==> config.mk <==
export PLATFORM = sky130hd
export DESIGN_NAME = ram_stream_reader_flat
export DESIGN_NICKNAME = d
export VERILOG_FILES = /design/src/rtl/ram_stream_reader_pkg.sv /design/src/rtl/ram_stream_reader_if.sv /design/src/rtl/ram_stream_reader_stream_fifo2.sv /design/src/rtl/ram_stream_reader.sv /design/src/flat_wrapper.sv
export SDC_FILE = /design/constraint.sdc
export NUM_CORES = 1
export LEC_CHECK = 0
export ABC_AREA = 1
export BUFFER_PORTS_ARGS = -buffer_cell sky130_fd_sc_hd__clkbuf_2
export CAP_MARGIN = 40
export CORE_AREA = 2 2 62 64
export CTS_CLUSTER_DIAMETER = 60
export CTS_CLUSTER_SIZE = 10
export DETAILED_ROUTE_END_ITERATION = 10
export DIE_AREA = 0 0 64 66
export PLACE_DENSITY_LB_ADDON = 0.25
export SLEW_MARGIN = 5
export SYNTH_ARGS = -nofsm -noshare
export SYNTH_HDL_FRONTEND = slang
export SYNTH_SLANG_ARGS = --single-unit
==> constraint.sdc <==
create_clock -name clk -period 6.7 [get_ports clk]
set_clock_uncertainty 0.15 [all_clocks]
set_input_delay 1.34 -clock clk [delete_from_list [all_inputs] [get_ports clk]]
set_output_delay 1.34 -clock clk [all_outputs]
set_load 0.05 [all_outputs]
==> src/rtl/ram_stream_reader_pkg.sv <==
// Shared encodings for the RAM read sequencer: FSM states and output buffer depth.
package ram_stream_reader_pkg;

  typedef enum logic [1:0] {
    IDLE  = 2'd0,
    READ  = 2'd1,
    DRAIN = 2'd2
  } state_t;

  localparam int BUF_DEPTH = 2;

endpackage

==> src/rtl/ram_stream_reader_if.sv <==
// Valid/ready word stream leaving the reader toward downstream consumers.
interface ram_stream_reader_if #(
  parameter int SIZE = 8
);
  logic [SIZE-1:0] out_data;
  logic            out_valid;
  logic            out_ready;

  modport master (output out_data, output out_valid, input out_ready);
  modport slave  (input out_data, input out_valid, output out_ready);
endinterface

==> src/rtl/ram_stream_reader_stream_fifo2.sv <==
// Two-entry synchronous FIFO; the head entry is presented directly as the stream word.
module stream_fifo2
  import ram_stream_reader_pkg::*;
#(
  parameter int SIZE = 8
) (
  input  logic            clk,
  input  logic            rst_n,
  input  logic            push,
  input  logic [SIZE-1:0] push_data,
  input  logic            pop,
  output logic [SIZE-1:0] out_data,
  output logic            out_valid,
  output logic [1:0]      count,
  output logic            full,
  output logic            empty
);

  logic [SIZE-1:0] mem_reg [BUF_DEPTH];
  logic            wr_ptr_reg;
  logic            rd_ptr_reg;
  logic [1:0]      count_reg;
  logic [1:0]      count_next;
  logic            do_push;
  logic            do_pop;

  assign empty     = (count_reg == 2'd0);
  assign full      = (count_reg == 2'(BUF_DEPTH));
  assign count     = count_reg;
  assign out_valid = !empty;
  assign out_data  = mem_reg[rd_ptr_reg];

  // A push into a full buffer is only accepted when the head leaves in the same cycle.
  assign do_pop  = pop && !empty;
  assign do_push = push && (!full || do_pop);

  always_comb begin
    count_next = count_reg;
    case ({do_push, do_pop})
      2'b10:   count_next = count_reg + 2'd1;
      2'b01:   count_next = count_reg - 2'd1;
      default: count_next = count_reg;
    endcase
  end

  always_ff @(posedge clk or negedge rst_n) begin
    if (!rst_n) begin
      for (int i = 0; i < BUF_DEPTH; i++) begin
        mem_reg[i] <= '0;
      end
      wr_ptr_reg <= 1'b0;
      rd_ptr_reg <= 1'b0;
      count_reg  <= 2'd0;
    end else begin
      if (do_push) begin
        mem_reg[wr_ptr_reg] <= push_data;
        wr_ptr_reg          <= ~wr_ptr_reg;
      end
      if (do_pop) begin
        rd_ptr_reg <= ~rd_ptr_reg;
      end
      count_reg <= count_next;
    end
  end

endmodule

==> src/rtl/ram_stream_reader.sv <==
// Walks a wrap-around window of a simple dual-port RAM read port and streams the
// words out with full backpressure, hiding the RAM's one-cycle read latency.
module ram_stream_reader
  import ram_stream_reader_pkg::*;
#(
  parameter  int SIZE  = 8,
  parameter  int DEPTH = 8,
  localparam int AW    = $clog2(DEPTH)
) (
  input  logic              clk,
  input  logic              rst_n,
  input  logic              start,
  input  logic [AW-1:0]     start_addr,
  input  logic [AW:0]       count,
  output logic              busy,
  output logic              done,
  output logic [AW-1:0]     raddr,
  input  logic [SIZE-1:0]   read_data,
  ram_stream_reader_if.master strm
);

  localparam logic [AW-1:0] ADDR_LAST = AW'(DEPTH - 1);
  localparam logic [AW:0]   REM_LAST  = {{AW{1'b0}}, 1'b1};

  state_t          state_reg, state_next;
  logic [AW-1:0]   addr_reg, addr_next;
  logic [AW:0]     remaining_reg, remaining_next;
  logic            rd_pend_reg;
  logic            done_reg, done_next;
  logic            issue;
  logic            pop;
  logic [1:0]      buf_count;
  logic [2:0]      occ;
  logic            fifo_full;
  logic            fifo_empty;
  logic            unused_flags;

  assign busy  = (state_reg != IDLE);
  assign done  = done_reg;
  assign raddr = addr_reg;
  assign pop   = strm.out_valid && strm.out_ready;

  // Occupancy the buffer will hold after this edge if nothing new is issued.
  assign occ   = {1'b0, buf_count} + {2'b00, rd_pend_reg} - {2'b00, pop};
  assign issue = (state_reg == READ) && (occ < 3'(BUF_DEPTH));

  assign unused_flags = fifo_full ^ fifo_empty;

  always_comb begin
    state_next     = state_reg;
    addr_next      = addr_reg;
    remaining_next = remaining_reg;
    done_next      = 1'b0;
    case (state_reg)
      IDLE: begin
        if (start) begin
          if (count != '0) begin
            state_next     = READ;
            addr_next      = start_addr;
            remaining_next = count;
          end else begin
            done_next = 1'b1;
          end
        end
      end
      READ: begin
        if (issue) begin
          addr_next      = (addr_reg == ADDR_LAST) ? '0 : addr_reg + 1'b1;
          remaining_next = remaining_reg - 1'b1;
          if (remaining_reg == REM_LAST) begin
            state_next = DRAIN;
          end
        end
      end
      DRAIN: begin
        // Nothing in flight and one word left: this handshake finishes the job.
        if (!rd_pend_reg && (buf_count == 2'd1) && pop) begin
          state_next = IDLE;
          done_next  = 1'b1;
        end
      end
      default: state_next = IDLE;
    endcase
  end

  always_ff @(posedge clk or negedge rst_n) begin
    if (!rst_n) begin
      state_reg     <= IDLE;
      addr_reg      <= '0;
      remaining_reg <= '0;
      rd_pend_reg   <= 1'b0;
      done_reg      <= 1'b0;
    end else begin
      state_reg     <= state_next;
      addr_reg      <= addr_next;
      remaining_reg <= remaining_next;
      rd_pend_reg   <= issue;
      done_reg      <= done_next;
    end
  end

  stream_fifo2 #(
    .SIZE (SIZE)
  ) u_fifo (
    .clk       (clk),
    .rst_n     (rst_n),
    .push      (rd_pend_reg),
    .push_data (read_data),
    .pop       (pop),
    .out_data  (strm.out_data),
    .out_valid (strm.out_valid),
    .count     (buf_count),
    .full      (fifo_full),
    .empty     (fifo_empty)
  );

endmodule
==> src/flat_wrapper.sv <==
// flat-port wrapper written by rule: the top's interface ports become plain ports
module ram_stream_reader_flat import ram_stream_reader_pkg::*;
#(
  parameter  int SIZE  = 8,
  parameter  int DEPTH = 8,
  localparam int AW    = $clog2(DEPTH)
)
  (clk, rst_n, start, start_addr, count, busy, done, raddr, read_data, strm_out_data, strm_out_valid, strm_out_ready);
  ram_stream_reader_if #(.SIZE(SIZE)) strm_i ();
  input  logic clk;
  input  logic rst_n;
  input  logic start;
  input  logic [AW-1:0] start_addr;
  input  logic [AW:0] count;
  output logic busy;
  output logic done;
  output logic [AW-1:0] raddr;
  input  logic [SIZE-1:0] read_data;
  output wire logic [$bits(strm_i.out_data)-1:0] strm_out_data;
  output wire logic [$bits(strm_i.out_valid)-1:0] strm_out_valid;
  input wire logic [$bits(strm_i.out_ready)-1:0] strm_out_ready;
  assign strm_out_data = strm_i.out_data;
  assign strm_out_valid = strm_i.out_valid;
  assign strm_i.out_ready = strm_out_ready;
  ram_stream_reader #(.SIZE(SIZE), .DEPTH(DEPTH)) u_core (.clk(clk), .rst_n(rst_n), .start(start), .start_addr(start_addr), .count(count), .busy(busy), .done(done), .raddr(raddr), .read_data(read_data), .strm(strm_i));
endmodule
==> metrics.cfg, run 1 <==
[setup_path]
critPathSlowestCell=fa_1
crit_arrival_ns=3.33
path_class=in2reg
slowest_delay_ns=0.42
crit_path_start_kind=input pin
timing.rr.start=u_core.u_fifo.count[1]
crit_chain=clkbuf_2, inv_1, nor2_1, ha_1, nor2_1, fa_1, inv_1, nand2_1, nor2_1, nor2_1, nor2_2, nand2_1, nand2_1, nand2_1
worstPathMaxFanout=10
required_ns=6.78
critPathLaunch=strm_out_ready
cp_num_buf_inv=3
crit_path_end_kind=register
path_delay_family=simple AND/OR/NAND/NOR gates

[clock_tree]
path_clk_slew_ns=0.10
cts_resized=0
clkSinkCount=31
cts-htree-levels=2
numCtsBuffers=5
clk-insertion-delay-late_ns=0.33
cts-root-buf=clkbuf_4
postCtsSetupBuffers=0
cts_hold_buf=0
cts_tree=built
clockBufferDepth=2

[synthesis]
synth_xor_area_share_pct=2.02
synth_fp_nets=252
seq_area_frac_synth_pct=44.7
yosysWarnings=0
synth-adder-area-share_pct=6.92
synthSimpleGateAreaFrac_pct=29.6
synthCells=224
synthMuxAreaShare_pct=0
ys_types=20
synth_compound_area_share_pct=8.07
syn_area_um2=1740
synth.avg_cell_area_um2=7.75
ys_ff_latch=31
synth_top_family_by_area=simple AND/OR/NAND/NOR gates

[worst_hold_path]
hp-class=reg2reg
min_from=u_core.u_fifo.mem_reg[13]

[cells_and_area]
antenna-diode-count=0
area_growth_pct=15.0
largest_register_ffs=16
nNetsFinal=286
drive_above_1_share_pct=21.6

[sta]
rsz0062_at_grt=false
fmaxAchievable_mhz=308
setup_ws_ns=3.46
fin_crit_ns=3.24
slew_violations=0
slew_headroom_pct=47.9
worst_slew_pin_slew_ns=0.781
finalHoldViolCount=0
fin_crit_sh_pct=48.4
tns_ns=0
setup_viol=0

[pwr]
leakage_nw=1.15
power_switching_uw=561
switching_share_pct=50.9
pwr-share-clk_pct=13.7
combPwrFrac_pct=55.7
intPower_uw=542
powerDensity_nw_per_um2=552
ir_drop_mv=0.273
pwr-share-seq_pct=30.5

[routing]
ant_nets=0
drc=0
dr.pass1.iters=4
vias=1426
viasPerCell=4.64
drtIter0Drc=56
wl_per_cell_um=10.3
drt_wl_total_um=3180

[global_route]
grt_pass1_vias=1241
grt_overflow=0
grt_pass1_wl_um=5410
antenna_found_initial=0
grt_usage_pct=16.7
grt_max_degree=32

[place]
place.gp.congestion=0.771
numPortBuffers=32
place_worst_setup_slack_ns=3.10
dp_hpwl_um=2330

[floorplanning]
die_h_um=66
die_area_um2=4220
initial_core_util_pct=48.9
coreArea_um2=3550
num_rows=22
io_pins=33
die_w_um=64

[run]
cap_violations=0

[run_status]
outcome=completed

-- cell type report --
cell class                      instances  area [um^2]
Sequential cell                        31          776
Clock inverter                          2         35.0
Fill cell                             363         1550
Clock buffer                            6         51.3
Multi-Input combinational cell        160          810
Inverter                               28          105
Tap cell                               48         60.1
Timing Repair Buffer                   32          160
-- logic make-up (layout without fill, tap and decap cells) --
logic type      count (synthesis)  after routing
compound gates                 22             22
flops                          31             31
simple gates                  125            125
xor+xnor                        4              4
fa+ha+maj                       9              9
buf+inv                        33             68
-- cell usage after synthesis --
library cell   n  area [um^2]
o21ai_2        8         70.1
nor2_2         1         6.26
inv_1         24         90.1
nand2_2        2         12.5
dfrtp_1       31          776
or2_1          1         6.26
o21ai_0       14         70.1
fa_1           1         20.0
buf_2          3         15.0
ha_1           8          100
xor2_1         2         17.5
buf_12         1         20.0
nand2_1       89          334
clkinv_1       1         3.75
nand2_4        2         22.5
nand3_1       16         80.1
inv_2          3         11.3
nor2_1        14         52.6
xnor2_1        2         17.5
buf_6          1         11.3
-- worst reg2reg max path: stages, from the launching register on --
cell and delay (ns):
dfrtp_1 0.42, inv_1 0.11, ha_1 0.22, nor2_1 0.22, ha_1 0.27, nor2_1 0.13
fa_1 0.42, inv_1 0.09, nand2_1 0.05, nor2_1 0.08, nor2_1 0.05, nor2_2 0.33
nand2_1 0.10, nand2_1 0.08, nand2_1 0.04
-- worst paths after layout --
kind	cells after the start	to	slack [ns]
worst max-delay path	14	u_core.state_reg[0]	3.46
worst min-delay path	2	u_core.u_fifo.mem_reg[13]	0.34
worst max register to register	14	u_core.state_reg[0]	3.84
worst min register to register	2	u_core.u_fifo.mem_reg[13]	0.34
max in group asynchronous	1	u_core.u_fifo.mem_reg[15]	4.97
min in group asynchronous	1	u_core.state_reg[1]	0.92
-- layout by cell type, fill, tap and decap left out --
cell and count:
clkinv_1 1, fa_1 1, o21ai_0 14, bufinv_16 1, clkinv_2 1, clkbuf_2 32
o21ai_2 8, clkbuf_4 5, nor2_1 14, inv_1 24, ha_1 8, xnor2_1 2
xor2_1 2, nand2_1 89, or2_1 1, nand2_2 2, inv_2 3, nand2_4 2
nor2_2 1, clkbuf_8 1, dfrtp_1 31, nand3_1 16
-- metal layers --
metal	share of wire (%)	vias to the layer above	track usage, %
met5	0	-	0
met4	0.91	0	5.71
met3	4.7	4	4.77
met2	47	36	28.6
met1	48	628	20.1
li1	-	758	-
-- power groups by stage --
stage               Clock, mW  Combinational (mW)  Sequential [mW]
finish                  0.151               0.615            0.337
global route            0.165               0.691            0.349
global placement            0               0.612            0.337
floorplan                   0               0.485            0.351
CTS                     0.157               0.622            0.336
detailed placement          0               0.620            0.340
-- metrics by stage --
stage | power (mW) | hold WS [ns] | instances | util [%] | area, um^2
after CTS | 1.11 | 0.345 | 307 | 56.2 | 2000
after global placement | 0.949 | 0.316 | 299 | 53.8 | 1910
after detailed placement | 0.960 | 0.320 | 299 | 53.8 | 1910
final | 1.10 | 0.337 | 307 | 56.2 | 2000
after global routing | 1.20 | 0.373 | 307 | 56.2 | 2000
after floorplan | 0.837 | 0.303 | 224 | - | 1740
(Power assumes the default switching activity.)
==> inputs of run 2 (changes only) <==
Clock period 6.7 ns to 3.1 ns, I/O delays scaled along.
==> run 2 against run 1 <==
Effect of this change:
- core utilization shrank 0.81 points
- largest power group unchanged
- worst setup slack lost 3.1 ns
- total power increased by 110%
- combinational power is 120% higher
- critical endpoint unchanged
- non-clock buffer count did not move
- sequential power grew 120%
- final area down 1.4%
- final cell count did not move
- first-iteration DRC count increased by 20%
==> metrics.cfg, run 2 (synthesis gave the netlist of run 1 again) <==
[sta]
setup_ws_ns=0.361
fmaxAchievable_mhz=365
setup_viol=0
finalHoldViolCount=0
fin_crit_ns=2.74
rsz0062_at_grt=false
slew_violations=0
fin_crit_sh_pct=88.4
slew_headroom_pct=49.2
tns_ns=0
worst_slew_pin_slew_ns=0.762

[clock_tree]
cts_tree=built
path_clk_slew_ns=0.10
clkSinkCount=31
numCtsBuffers=5
cts-htree-levels=2
cts-root-buf=clkbuf_4
clk-insertion-delay-late_ns=0.32
clockBufferDepth=2

[cells_and_area]
largest_register_ffs=16
postLayoutCellArea_um2=1970
postLayoutCoreUtil_pct=55.4
area_growth_pct=13.3
final_cell_mix=89 x nand2_1, 32 x clkbuf_2, 31 x dfrtp_1, 24 x inv_1, 16 x nand3_1
drive_above_1_share_pct=21.6
nNetsFinal=286
antenna-diode-count=0
mostFrequentLayoutCell=nand2_1
n_fill_cell=357

[setup_path]
crit_arrival_ns=2.81
crit_path_end_kind=register
cp_num_buf_inv=2
reg2regPathDepth=14
slowest_delay_ns=0.43
critPathSlowestCell=dfrtp_1
crit_path_start_kind=register
reg2reg_slack_ns=0.36
crit_chain=inv_1, ha_1, nor2_1, ha_1, nor2_1, fa_1, inv_1, nand2_1, nor2_1, nor2_1, nor2_4, nand2_1, nand2_1, nand2_1
path_class=reg2reg
worstPathMaxFanout=10
required_ns=3.17
reg2reg_to=u_core.state_reg[0]
timing.rr.start=u_core.u_fifo.count[1]
path_delay_family=simple AND/OR/NAND/NOR gates

[routing]
vias=1441
dr.pass1.iters=4
drt_wl_total_um=3140
drc=0
drtIter0Drc=67
ant_nets=0
viasPerCell=4.69
wl_per_cell_um=10.2

[floorplanning]
die_area_um2=4220
initial_core_util_pct=48.9
io_pins=33
die_w_um=64
num_rows=22
die_h_um=66
coreArea_um2=3550

[place]
postPlaceCellArea_um2=1910
numPortBuffers=32
place.gp.congestion=0.774
dp_hpwl_um=2320
place_worst_setup_slack_ns=0.223

[global_route]
grt_pass1_wl_um=5690
antenna_found_initial=0
grt_pass1_vias=1352
grt_usage_pct=17.3
grt_overflow=0
grt_max_degree=32

[worst_hold_path]
hp-class=in2async

[run]
cap_violations=0

[pwr]
leakage_nw=1.13
ir_drop_mv=0.519
powerDensity_nw_per_um2=1160

[run_status]
outcome=completed

[run 2: changes by cell type in the layout (fill, tap and decap cells not counted)]
cell / delta
clkinv_2: +2
bufinv_16: -1
clkbuf_8: -1
nor2_2: -1
nor2_4: +1
[run 2: how the worst max path moves through the flow]
stage | slack [ns] | end | from | cells after the start
after detailed placement | 0.22 | u_core.state_reg[0] | strm_out_ready | 14
after floorplan | 0.54 | u_core.state_reg[0] | u_core.u_fifo.count[1] | 14
after global placement | 0.29 | u_core.state_reg[0] | strm_out_ready | 14
after CTS | 0.23 | u_core.state_reg[0] | u_core.u_fifo.count[1] | 14
final | 0.36 | u_core.state_reg[0] | u_core.u_fifo.count[1] | 14
after global routing | 0.11 | u_core.remaining_reg[1] | u_core.u_fifo.count[1] | 12
[run 2: area by class of cell]
class | count | area [um^2] | share of cell area [%]
Tap cell | 48 | 60.1 | 3.05
Clock buffer | 5 | 37.5 | 1.91
Sequential cell | 31 | 776 | 39.4
Multi-Input combinational cell | 160 | 815 | 41.4
Inverter | 28 | 105 | 5.34
Timing Repair Buffer | 32 | 160 | 8.14
Clock inverter | 3 | 15.0 | 0.763
[run 2: what timing repair did]
item	CTS	global route
setup endpoints to repair	0	1
resized for setup	0	1
hold buffers	0	0
buffers inserted	0	0
[run 2: through the flow]
step | hold slack (ns) | cells | power [mW]
2_1_floorplan | 0.174 | 224 | 1.81
3_3_place_gp | 0.316 | 299 | 2.05
3_5_place_dp | 0.319 | 299 | 2.08
4_1_cts | 0.231 | 307 | 2.30
5_1_grt | 0.256 | 307 | 2.51
6_report | 0.197 | 307 | 2.29
[run 2: worst reg2reg max path: stages, from the launching register on]
cell and delay, ns:
dfrtp_1 0.43, inv_1 0.12, ha_1 0.22, nor2_1 0.22
ha_1 0.27, nor2_1 0.13, fa_1 0.42, inv_1 0.08
nand2_1 0.05, nor2_1 0.08, nor2_1 0.07, nor2_4 0.22
nand2_1 0.08, nand2_1 0.06, nand2_1 0.05
[run 2: power breakdown]
group | internal, mW | leakage, nW | switching [mW]
Combinational | 0.396 | 0.711 | 0.939
Clock | 0.0843 | 0.0347 | 0.138
Sequential | 0.588 | 0.389 | 0.140
Total | 1.07 | 1.13 | 1.22
[run 2: layer usage]
metal / up-vias / wire length [um] / track usage (%)
li1: 760 / - / -
met1: 639 / 1490 / 21.6
met2: 34 / 1470 / 29.4
met3: 8 / 131 / 3.58
met4: 0 / 44 / 6.52
met5: - / 0 / 0
